`config.mk`:
```
export PLATFORM = sky130hd
export DESIGN_NAME = channel_scheduler
export DESIGN_NICKNAME = d
export VERILOG_FILES = /design/src/rtl/scheduler_pkg.sv /design/src/rtl/cmd_fifo.sv /design/src/rtl/channel_scheduler.sv
export SDC_FILE = /design/constraint.sdc
export NUM_CORES = 1
export LEC_CHECK = 0
export BUFFER_PORTS_ARGS = -buffer_cell sky130_fd_sc_hd__buf_2
export CORE_MARGIN = 3
export CORE_UTILIZATION = 45
export DETAILED_ROUTE_END_ITERATION = 7
export SLEW_MARGIN = 20
export SYNTH_ARGS = -nofsm -noshare
export SYNTH_HDL_FRONTEND = slang
export SYNTH_HIERARCHICAL = 1
export SYNTH_SLANG_ARGS = --single-unit
```
`constraint.sdc`:
```
create_clock -name clk -period 6.5 [get_ports clk]
set_input_delay 0.65 -clock clk [delete_from_list [all_inputs] [get_ports clk]]
set_output_delay 0.65 -clock clk [all_outputs]
set_load 0.005 [all_outputs]
```
`src/rtl/scheduler_pkg.sv`:
```
// Shared definitions for the channel scheduler: FSM state encoding and the
// bit layout of a buffered command word.
package scheduler_pkg;

    typedef enum logic [2:0] {
        S_IDLE  = 3'd0,
        S_CHECK = 3'd1,
        S_WAIT  = 3'd2,
        S_LOAD  = 3'd3,
        S_FIRE  = 3'd4,
        S_STOP  = 3'd5
    } state_t;

    // Command word, LSB first:
    // fast[7:0] slow[15:8] mode[16] stop[17] start[18] sel[22:19]
    // freq[23 +: DATA_BIT] output[23+DATA_BIT +: DATA_BIT]
    localparam int FAST_LSB  = 0;
    localparam int FAST_W    = 8;
    localparam int SLOW_LSB  = 8;
    localparam int SLOW_W    = 8;
    localparam int MODE_BIT  = 16;
    localparam int STOP_BIT  = 17;
    localparam int START_BIT = 18;
    localparam int SEL_LSB   = 19;
    localparam int SEL_W     = 4;
    localparam int FREQ_LSB  = 23;

    // Total command width for a given pattern field width.
    function automatic int cmd_width(input int data_bit);
        return (2 * data_bit) + 23;
    endfunction

    localparam int DATA_BIT_DEF = 32;
    localparam int CMD_W        = cmd_width(DATA_BIT_DEF);

endpackage

```
`src/rtl/cmd_fifo.sv`:
```
// Synchronous show-ahead FIFO: the oldest entry is always visible on o_head.
// A push while full is only honoured when a pop happens in the same cycle.
module cmd_fifo
    import scheduler_pkg::*;
#(
    parameter int WIDTH = CMD_W,
    parameter int DEPTH = 4
) (
    input  logic             clk,
    input  logic             rst_n,
    input  logic             i_push,
    input  logic [WIDTH-1:0] i_data,
    input  logic             i_pop,
    output logic [WIDTH-1:0] o_head,
    output logic             o_full,
    output logic             o_empty
);

    localparam int AW = (DEPTH > 1) ? $clog2(DEPTH) : 1;
    localparam int CW = AW + 1;
    localparam logic [CW-1:0] DEPTH_C = CW'(DEPTH);

    logic [WIDTH-1:0] r_mem [DEPTH];
    logic [AW-1:0]    r_wr_ptr;
    logic [AW-1:0]    r_rd_ptr;
    logic [CW-1:0]    r_count;
    logic             w_push_ok;
    logic             w_pop_ok;

    assign o_full    = (r_count == DEPTH_C);
    assign o_empty   = (r_count == {CW{1'b0}});
    assign w_pop_ok  = i_pop & ~o_empty;
    assign w_push_ok = i_push & (~o_full | w_pop_ok);
    assign o_head    = r_mem[r_rd_ptr];

    // Storage array write; contents need no reset since r_count gates reads.
    always_ff @(posedge clk) begin
        if (w_push_ok) begin
            r_mem[r_wr_ptr] <= i_data;
        end
    end

    // Pointer and occupancy bookkeeping; pointers wrap naturally (power-of-2 depth).
    always_ff @(posedge clk or negedge rst_n) begin
        if (!rst_n) begin
            r_wr_ptr <= {AW{1'b0}};
            r_rd_ptr <= {AW{1'b0}};
            r_count  <= {CW{1'b0}};
        end else begin
            if (w_push_ok) begin
                r_wr_ptr <= r_wr_ptr + AW'(1);
            end
            if (w_pop_ok) begin
                r_rd_ptr <= r_rd_ptr + AW'(1);
            end
            case ({w_push_ok, w_pop_ok})
                2'b10:   r_count <= r_count + CW'(1);
                2'b01:   r_count <= r_count - CW'(1);
                default: r_count <= r_count;
            endcase
        end
    end

endmodule

```
`src/rtl/channel_scheduler.sv`:
```
// Buffers decoded command frames and dispatches each one to its target
// channel: config bus load, one-hot load strobe, then start or stop strobe.
// Start/config commands wait for the channel to go idle; stop never waits.
module channel_scheduler
    import scheduler_pkg::*;
#(
    parameter int DATA_BIT   = 32,
    parameter int CH_NUM     = 8,
    parameter int FIFO_DEPTH = 4
) (
    input  logic                clk,
    input  logic                rst_n,
    input  logic                i_cmd_valid,
    input  logic [DATA_BIT-1:0] i_output_pattern,
    input  logic [DATA_BIT-1:0] i_freq_pattern,
    input  logic [3:0]          i_sel_out,
    input  logic                i_start,
    input  logic                i_stop,
    input  logic                i_mode,
    input  logic [7:0]          i_slow_period,
    input  logic [7:0]          i_fast_period,
    input  logic [CH_NUM-1:0]   i_ch_busy,
    output logic [DATA_BIT-1:0] o_cfg_output_pattern,
    output logic [DATA_BIT-1:0] o_cfg_freq_pattern,
    output logic                o_cfg_mode,
    output logic [7:0]          o_cfg_slow_period,
    output logic [7:0]          o_cfg_fast_period,
    output logic [CH_NUM-1:0]   o_load,
    output logic [CH_NUM-1:0]   o_start,
    output logic [CH_NUM-1:0]   o_stop,
    output logic                o_fifo_full,
    output logic                o_overflow,
    output logic                o_err_tick
);

    localparam int          CW     = cmd_width(DATA_BIT);
    localparam logic [4:0]  CH_LIM = 5'(CH_NUM);

    state_t              r_state;
    state_t              w_state_next;
    logic [3:0]          r_sel;
    logic [CW-1:0]       w_cmd;
    logic [CW-1:0]       w_head;
    logic                w_empty;
    logic                w_full;
    logic                w_pop;
    logic                w_err;
    logic                w_cap_sel;
    logic                w_cap_cfg;
    logic [CH_NUM-1:0]   w_sel_onehot;
    logic [CH_NUM-1:0]   w_head_onehot;
    logic                w_sel_busy;
    logic                w_head_busy;
    logic                w_head_sel_ok;

    logic [DATA_BIT-1:0] w_head_op;
    logic [DATA_BIT-1:0] w_head_fp;
    logic [3:0]          w_head_sel;
    logic                w_head_start;
    logic                w_head_stop;
    logic                w_head_mode;
    logic [7:0]          w_head_slow;
    logic [7:0]          w_head_fast;

    assign w_cmd = {i_output_pattern, i_freq_pattern, i_sel_out, i_start,
                    i_stop, i_mode, i_slow_period, i_fast_period};

    cmd_fifo #(
        .WIDTH (CW),
        .DEPTH (FIFO_DEPTH)
    ) u_fifo (
        .clk     (clk),
        .rst_n   (rst_n),
        .i_push  (i_cmd_valid),
        .i_data  (w_cmd),
        .i_pop   (w_pop),
        .o_head  (w_head),
        .o_full  (w_full),
        .o_empty (w_empty)
    );

    assign w_head_op     = w_head[FREQ_LSB + DATA_BIT +: DATA_BIT];
    assign w_head_fp     = w_head[FREQ_LSB +: DATA_BIT];
    assign w_head_sel    = w_head[SEL_LSB +: SEL_W];
    assign w_head_start  = w_head[START_BIT];
    assign w_head_stop   = w_head[STOP_BIT];
    assign w_head_mode   = w_head[MODE_BIT];
    assign w_head_slow   = w_head[SLOW_LSB +: SLOW_W];
    assign w_head_fast   = w_head[FAST_LSB +: FAST_W];
    assign w_head_sel_ok = ({1'b0, w_head_sel} < CH_LIM);

    // One-hot decodes of the latched and head channel index (zero if out of range).
    always_comb begin
        w_sel_onehot  = {CH_NUM{1'b0}};
        w_head_onehot = {CH_NUM{1'b0}};
        for (int n = 0; n < CH_NUM; n++) begin
            w_sel_onehot[n]  = (r_sel == 4'(n));
            w_head_onehot[n] = (w_head_sel == 4'(n));
        end
    end

    assign w_sel_busy  = |(i_ch_busy & w_sel_onehot);
    assign w_head_busy = |(i_ch_busy & w_head_onehot);

    // Dispatch FSM next-state, FIFO pop and capture enables.
    always_comb begin
        w_state_next = r_state;
        w_pop        = 1'b0;
        w_err        = 1'b0;
        w_cap_sel    = 1'b0;
        w_cap_cfg    = 1'b0;
        case (r_state)
            S_IDLE: begin
                if (!w_empty) begin
                    w_state_next = S_CHECK;
                end else begin
                    w_state_next = S_IDLE;
                end
            end
            S_CHECK: begin
                if (w_empty) begin
                    w_state_next = S_IDLE;
                end else if (!w_head_sel_ok) begin
                    w_pop        = 1'b1;
                    w_err        = 1'b1;
                    w_state_next = S_IDLE;
                end else if (w_head_stop) begin
                    w_cap_sel    = 1'b1;
                    w_state_next = S_STOP;
                end else if (w_head_busy) begin
                    w_cap_sel    = 1'b1;
                    w_state_next = S_WAIT;
                end else begin
                    w_cap_sel    = 1'b1;
                    w_cap_cfg    = 1'b1;
                    w_state_next = S_LOAD;
                end
            end
            S_WAIT: begin
                if (w_sel_busy) begin
                    w_state_next = S_WAIT;
                end else begin
                    w_cap_cfg    = 1'b1;
                    w_state_next = S_LOAD;
                end
            end
            S_LOAD: begin
                if (w_head_start) begin
                    w_state_next = S_FIRE;
                end else begin
                    w_pop        = 1'b1;
                    w_state_next = S_IDLE;
                end
            end
            S_FIRE: begin
                w_pop        = 1'b1;
                w_state_next = S_IDLE;
            end
            S_STOP: begin
                w_pop        = 1'b1;
                w_state_next = S_IDLE;
            end
            default: begin
                w_state_next = S_IDLE;
            end
        endcase
    end

    // FSM state register.
    always_ff @(posedge clk or negedge rst_n) begin
        if (!rst_n) begin
            r_state <= S_IDLE;
        end else begin
            r_state <= w_state_next;
        end
    end

    // Target channel latched when the head command leaves S_CHECK.
    always_ff @(posedge clk or negedge rst_n) begin
        if (!rst_n) begin
            r_sel <= 4'd0;
        end else if (w_cap_sel) begin
            r_sel <= w_head_sel;
        end
    end

    // Shared config bus; updated only on entry to S_LOAD and held otherwise.
    always_ff @(posedge clk or negedge rst_n) begin
        if (!rst_n) begin
            o_cfg_output_pattern <= {DATA_BIT{1'b0}};
            o_cfg_freq_pattern   <= {DATA_BIT{1'b0}};
            o_cfg_mode           <= 1'b0;
            o_cfg_slow_period    <= 8'd0;
            o_cfg_fast_period    <= 8'd0;
        end else if (w_cap_cfg) begin
            o_cfg_output_pattern <= w_head_op;
            o_cfg_freq_pattern   <= w_head_fp;
            o_cfg_mode           <= w_head_mode;
            o_cfg_slow_period    <= w_head_slow;
            o_cfg_fast_period    <= w_head_fast;
        end
    end

    // Sticky flag: a tick arrived while full and nothing left the FIFO.
    always_ff @(posedge clk or negedge rst_n) begin
        if (!rst_n) begin
            o_overflow <= 1'b0;
        end else if (i_cmd_valid && w_full && !w_pop) begin
            o_overflow <= 1'b1;
        end
    end

    assign o_fifo_full = w_full;
    assign o_err_tick  = w_err;
    assign o_load      = (r_state == S_LOAD) ? w_sel_onehot : {CH_NUM{1'b0}};
    assign o_start     = (r_state == S_FIRE) ? w_sel_onehot : {CH_NUM{1'b0}};
    assign o_stop      = (r_state == S_STOP) ? w_sel_onehot : {CH_NUM{1'b0}};

endmodule

```
==> impl_results.md, run 1 <==
- R2r setup slk: 2.63 ns
- Routed WL: 32900 um
- Fin. Hold Viols: 0
- FF-to-FF path depth: 6
- Layout area overhead: 17.9%
- HPWL Detailed: 20000 um
- Initial core utilization: 45.8%
- Setup violations, final: 0
- Routed length per instance: 21.8 um
- PortBufs: 205
- Required @ worst endpoint: 6.91 ns
- Pint: 6.64 mW
- Clock Sinks: 444
- Cell count after placement: 1429
- Post-synth EDFFs: 348
- Setup_tns: 0 ns
- Vias in the first global route: 8503
- Design area: 19800 um2
- Vias: 8012
- Post-synthesis xor/xnor area fraction: 0.261%
- Vias per cell: 5.30
- GRT Residual Overflow: 0
- CP Cell Sequence: buf_4, mux4_2, nor2_1, a32oi_4, buf_4, mux2_1
- DR iter-0 viols: 365
- Combinational share of power: 25.4%
- Non-filler cells in the finished layout: 1513
- Fill count: 2871
- Synth Flop Type: edfxtp_1
- Syn_nets: 879
- Min-Delay Path Class: in -> async
- Mapped Cells: 776
- Hold-fix buffers at CTS: 0
- Yosys warns: 6
- PD cells: 465 nW/um2
- Sw Ratio: 27.9%
- Largest net degree at the start of global routing: 63
- Router iterations before antenna repair: 6
- Sequential Power Share: 46.5%
- Max Slew Vio Count: 0
- Crit path launch type: flip-flop
- Final nets: 1112
- Chip Width: 199 um
- CTS tree: yes
- Compound-Gate Fraction of Synth Area: 0.894%
- Postcts setup bufs: 0
- I/O Pins: 206
- Peak VDD IR: 0.220 mV
- CP Max Fanout: 45
- Final Wtd Congestion: 0.715
- Clock buffer count from CTS: 46
- Seq cells post-synth: 444
- Post-Route Utilization: 54.0%
- Core footprint: 36700 um2
- Initial antenna violation count: 9
- Seq/Total Area, Yosys: 76.5%
- Net switching power: 2.57 mW
- Post-Synth Adder-Cell Area: 0.417%
- # rows: 70
- Antenna Nets Post-Route: 0
- Status: complete, no violations
- Worst Setup Path Type: reg -> reg
- Simple-gate share of the synthesized area: 2.49%
- All-layer global routing usage: 16.8%
- Layout cell share with drive strength beyond 1: 37.4%
- Worst Skew: 0.0227 ns
- Clock share of power: 28.0%
- CTS root buf: clkbuf_16
- CP Capture Type: flip-flop
- Drt drc: 0
- Syn Std Cell Area: 16800 um2
- Clock transition at the registers of the reported paths: 0.06 ns
- Fin crit share: 59.6%
- Area after DPL: 18300 um2
- CP arrival: 4.29 ns
- Chip height: 199 um
- Async set or reset register ratio after synthesis: 21.6%
- Cell mode on critical path: buf_4
- Largest family of logic cells by synthesized area: multiplexers
- Worst-margin pin slew: 0.957 ns
- Max-slew headroom: 36.2%
- CTS resizes: 0
- Slowest cell on crit path: dfrtp_4
- Global-route wire length before repair: 50500 um
- CP max stage delay: 0.89 ns
- Die ar.: 39700 um2
- Synth cell types: 47
- Skew-Pair Late Insertion Delay: 0.55 ns
- Mux cell area share after synthesis: 17.9%
- Max-Cap Viols: 0
- Fmax: 258 MHz
- Max clock buf depth: 3
- Syn Area/Cell: 21.7 um2
- Max H-tree Level: 2
- Final min period: 3.87 ns
- Pleak: 7.26 nW
- Unrepaired setup endpoints after global routing: no
[cells in the final DEF, fill, tap and decap left out, types with 2 or more instances in the layout]
master	count
xnor2_1	3
diode_2	3
clkinv_1	2
ha_1	4
inv_1	10
buf_4	15
buf_2	204
nor2b_1	9
mux2i_1	6
or3_1	2
o211ai_1	2
o21ai_0	5
mux2_1	80
dfrtp_1	94
clkinv_2	7
edfxtp_1	348
clkbuf_1	15
nand3b_1	4
nand3_1	5
clkbuf_16	47
dfrtp_4	2
bufinv_16	5
and2_4	4
clkbuf_8	3
nor2_1	32
mux2_2	4
nand2_1	14
mux4_2	88
xor2_1	2
[logic make-up (layout without fill, tap and decap cells)]
logic type               count (synthesis)  count (layout)
other                                    0               3
flip-flops                             444             444
buffers and inverters                   45             311
XOR/XNOR                                 5               5
AND/OR/NAND/NOR                         81              81
AO/OA/AOI/OAI                           17              17
multiplexers                           179             179
adder cells (fa/ha/maj)                  5               5
[metal layers]
metal	track usage [%]	up-vias	share of wire, %
li1	-	3580	-
met1	22.6	4157	43
met2	27.9	204	49
met3	3.79	59	5.4
met4	4.63	12	2.1
met5	0	-	0.22
[Yosys cell counts, types with 2 or more instances]
cell,n,area (um2)
mux2_1,80,901
o21ai_0,5,25.0
buf_2,14,70.1
mux2_2,4,45.0
mux2i_1,6,60.1
clkbuf_1,9,33.8
dfrtp_1,96,2400
xor2_1,2,17.5
o211ai_1,2,15.0
nor2_1,32,120
ha_1,4,50.1
nand3b_1,4,30.0
or3_1,2,12.5
nor2b_1,9,56.3
and2_2,4,30.0
edfxtp_1,348,10500
inv_1,10,37.5
nand3_1,5,25.0
buf_6,10,113
mux4_2,88,1980
nand2_1,14,52.6
xnor2_1,3,26.3
[worst max-delay path: cells and delay by family (launching register included)]
| kind | cells | cell delay, ns |
|---|---|---|
| AOI/OAI and AO/OA | 1 | 0.74 |
| muxes | 2 | 0.76 |
| and+or+nand+nor | 1 | 0.08 |
| DFF | 1 | 0.89 |
| buffers and inverters | 2 | 1.18 |
[path summary, 6_finish.rpt]
check                                          startpoint                                    to
setup reg to reg           u_fifo/r_rd_ptr[1]$_DFFE_PN0N_  o_cfg_output_pattern[20]$_DFFE_PN0P_
hold / removal                                      rst_n  o_cfg_output_pattern[14]$_DFFE_PN0P_
max in group asynchronous                           rst_n        u_fifo/r_rd_ptr[0]$_DFFE_PN0N_
min in group clk                        i_freq_pattern[9]         u_fifo/r_mem[1][32]$_DFFE_PP_
hold reg to reg                    o_overflow$_DFFE_PN0P_                o_overflow$_DFFE_PN0P_
setup / recovery           u_fifo/r_rd_ptr[1]$_DFFE_PN0N_  o_cfg_output_pattern[20]$_DFFE_PN0P_
[sequential cells by signal, indices dropped and copies added, names as in the netlist]
signal                flops
u_fifo/r_mem            348
o_cfg_freq_pattern       32
o_cfg_output_pattern     32
o_cfg_fast_period         8
o_cfg_slow_period         8
r_sel                     4
r_state                   3
u_fifo/r_count            3
u_fifo/r_rd_ptr           2
u_fifo/r_wr_ptr           2
o_cfg_mode                1
o_overflow                1
[cell type report]
cell class                      instances  area (um2)  area share (%)
Antenna cell                            3        7.51          0.0379
Clock buffer                           65        1270            6.43
Clock inverter                         16         210            1.06
Inverter                               10        37.5           0.189
Multi-Input combinational cell        287        3690            18.6
Sequential cell                       444       12900            64.9
Tap cell                              468         586            2.95
Timing Repair Buffer                  220        1150            5.82
[per-stage QoR]
| step | setup slack [ns] | power, mW | hold slack (ns) |
|---|---|---|---|
| final | 2.63 | 9.21 | 0.239 |
| after global routing | 2.37 | 9.73 | 0.298 |
| after global placement | 2.56 | 6.72 | 0.457 |
| after CTS | 2.52 | 9.37 | 0.277 |
| after floorplan | 3.03 | 5.89 | 0.354 |
| after detailed placement | 2.52 | 6.77 | 0.459 |
[power by group through the flow]
stage | Clock (mW) | Sequential [mW] | Combinational (mW)
floorplan | 0 | 4.17 | 1.72
global route | 2.76 | 4.38 | 2.59
finish | 2.58 | 4.29 | 2.34
detailed placement | 0 | 4.36 | 2.41
CTS | 2.66 | 4.31 | 2.41
global placement | 0 | 4.35 | 2.38
No activity file was read; power rests on OpenSTA's default activity.
==> inputs of run 2 (changes only) <==
Clock period 6.5 ns to 3.6 ns, I/O delays scaled along.
==> run 2 against run 1 <==
Against the previous run:
- total power increased by 83%
- highest routed layer is now met4
- clock skew down 0.0091 ns
- worst hold slack got worse by 0.21 ns
- combinational power increased by 96%
==> impl_results.md, run 2 (same netlist as run 1, synthesis figures left out) <==
- Vias: 8239 (+2.8%)
- Worst Setup Path Type: reg -> reg
- RR Endpoint: o_cfg_freq_pattern[31]$_DFFE_PN0P_
- Router iterations before antenna repair: 5 (-1)
- # rows: 70 (unchanged)
- R2r setup slk: 0.62 ns (-2.01 ns)
- PD cells: 817 nW/um2 (+76%)
- Core footprint: 36700 um2 (unchanged)
- Clock transition at the registers of the reported paths: 0.06 ns (about the same)
- Worst Skew: 0.0136 ns (-0.00912 ns)
- Met2 Track Usage GR: 28.3% (+0.34 points)
- Initial core utilization: 45.8% (unchanged)
- HPWL Detailed: 19800 um (-0.83%)
- Max-Cap Viols: 0 (unchanged)
- Fin crit share: 82.7% (+23 points)
- Clock Sinks: 444 (unchanged)
- Max Slew Vio Count: 0 (unchanged)
- Clock buffer count from CTS: 47 (+2.2%)
- Fmax: 336 MHz (+30%)
- Vias per cell: 5.21 (-1.7%)
- Skew-Pair Late Insertion Delay: 0.55 ns (about the same)
- Total power: 16.8 mW (+83%)
- Chip height: 199 um (unchanged)
- Crit. Startpoint: u_fifo/r_rd_ptr[0]$_DFFE_PN0N_
- CTS tree: yes
- CTS root buf: clkbuf_16
- Vias in the first global route: 8869 (+4.3%)
- Worst Hold Path EP: u_fifo/r_mem[2][23]$_DFFE_PP_
- CP Max Fanout: 44 (-2.2%)
- HP Start: i_freq_pattern[0]
- Max-slew headroom: 38.0% (+1.8 points)
- CP arrival: 3.41 ns (-0.88 ns)
- Routed WL: 33400 um (+1.3%)
- Initial antenna violation count: 0 (-9)
- Reg with most FFs: u_fifo/r_mem
- Status: complete, no violations
- Setup violations, final: 0 (unchanged)
- Grt met1 use: 23.5% (+0.84 points)
- Antenna Nets Post-Route: 0 (unchanged)
- Max H-tree Level: 2 (unchanged)
- DR iter-0 viols: 454 (+24%)
- Global-route wire length before repair: 51900 um (+2.8%)
- PortBufs: 205 (unchanged)
- Largest regs: u_fifo/r_mem x348, o_cfg_freq_pattern x32, o_cfg_output_pattern x32
- Commonest non-fill, non-tap cells in the layout: 348 x edfxtp_1, 204 x buf_2, 94 x dfrtp_1
- Crit path launch type: flip-flop
- CTS resizes: 0 (unchanged)
- Final Wtd Congestion: 0.723 (+1.2%)
- Most common cell after layout, fill and taps aside: edfxtp_1
- Required @ worst endpoint: 4.03 ns (-2.88 ns)
- Worst R2R Start: u_fifo/r_rd_ptr[0]$_DFFE_PN0N_
- Routing usage on met3: 3.59% (-0.20 points)
- Busiest layer in global routing: met2
- Drt drc: 0 (unchanged)
- Worst Hold Depth: 1
- Final nets: 1177 (+5.8%)
- Fin. Hold Viols: 0 (unchanged)
- All-layer global routing usage: 17.2% (+0.42 points)
- Final min period: 2.98 ns (-0.894 ns)
- Setup_tns: 0 ns (unchanged)
- Unrepaired setup endpoints after global routing: no
- Routed length per instance: 21.1 um (-3.1%)
- Die ar.: 39700 um2 (unchanged)
- Min-Delay Path Class: in -> reg
- Fill count: 2786 (-3.0%)
- GRT Residual Overflow: 0 (unchanged)
- I/O Pins: 206 (unchanged)
- FF-to-FF path depth: 8 (+2)
- Largest net degree at the start of global routing: 49 (-22%)
- Max clock buf depth: 3 (unchanged)
- CP Capture Type: flip-flop
- Max reg flops: 348 (unchanged)
- Layout cell share with drive strength beyond 1: 36.1% (-1.4 points)
- Worst-margin pin slew: 0.930 ns (-0.0270 ns)
- Pleak: 7.57 nW (+4.3%)
- Chip Width: 199 um (unchanged)
- Peak VDD IR: 0.434 mV (+97%)
- Layout area overhead: 22.5%
==> run 2: cell types whose count changed in the layout (fill, tap and decap cells not counted) <==
cell           delta
buf_4             -4
clkinv_2          +2
dlygate4sd3_1    +60
clkbuf_16         +2
bufinv_16         -2
buf_12            +8
diode_2           -1
clkbuf_1          -1
clkbuf_8          +2
inv_6             -1
clkinvlp_4        +4
==> run 2: per-layer routing <==
metal | wire (um) | share of wire [%] | vias up
li1 | - | - | 3717
met1 | 14700 | 44 | 4287
met2 | 16300 | 49 | 184
met3 | 1610 | 4.8 | 51
met4 | 711 | 2.1 | 0
met5 | 0 | 0 | -
==> run 2: how the worst max path moves through the flow <==
stage	end	slack, ns	depth (start not counted)
after global routing	o_cfg_freq_pattern[0]$_DFFE_PN0P_	0.40	6
after CTS	o_cfg_freq_pattern[31]$_DFFE_PN0P_	0.56	6
after detailed placement	o_cfg_freq_pattern[31]$_DFFE_PN0P_	0.56	6
after global placement	o_cfg_freq_pattern[29]$_DFFE_PN0P_	0.61	6
after floorplan	u_fifo/r_mem[0][0]$_DFFE_PP_	0.13	9
final	o_cfg_freq_pattern[31]$_DFFE_PN0P_	0.62	8
==> run 2: final cells by class <==
type | instances | area [um2] | area share [%]
timing repair buffer | 284 | 1880 | 9.15
tap | 468 | 586 | 2.84
multi-input combinational | 287 | 3690 | 17.9
clock buffer | 68 | 1350 | 6.54
antenna | 2 | 5.00 | 0.0243
clock inverter | 19 | 181 | 0.881
sequential | 444 | 12900 | 62.5
inverter | 10 | 37.5 | 0.182
==> run 2: timing repair <==
item	in CTS	in global routing
endpoints found under the hold margin	246	0
setup buffers	0	0
hold buffers	60	0
==> run 2: worst max-delay path, cell delays in order (launching register included) <==
cell and delay (ns):
dfrtp_4 0.44, buf_4 0.27, mux4_2 0.63, mux2i_1 0.15, nand3b_1 0.09, nand4_1 0.18
a32oi_4 0.36, buf_12 0.33, mux2_1 0.38
==> run 2: per-stage QoR <==
stage | instance area [um2] | hold slack, ns | utilization [%] | worst slack, ns | instances
6_report | 20600 | 0.0334 | 56.1 | 0.622 | 1582
2_1_floorplan | 16800 | 0.0644 | - | 0.133 | 776
3_5_place_dp | 18500 | 0.385 | 50.3 | 0.561 | 1433
4_1_cts | 20600 | 0.000223 | 56.1 | 0.557 | 1580
3_3_place_gp | 18500 | 0.394 | 50.3 | 0.607 | 1433
5_1_grt | 20600 | 0.00999 | 56.1 | 0.402 | 1580
==> run 2: report_power, final <==
part / internal (mW) / switching, mW / total [mW]
Sequential: 7.01 / 0.541 / 7.55
Combinational: 2.28 / 2.30 / 4.58
Clock: 2.82 / 1.87 / 4.69
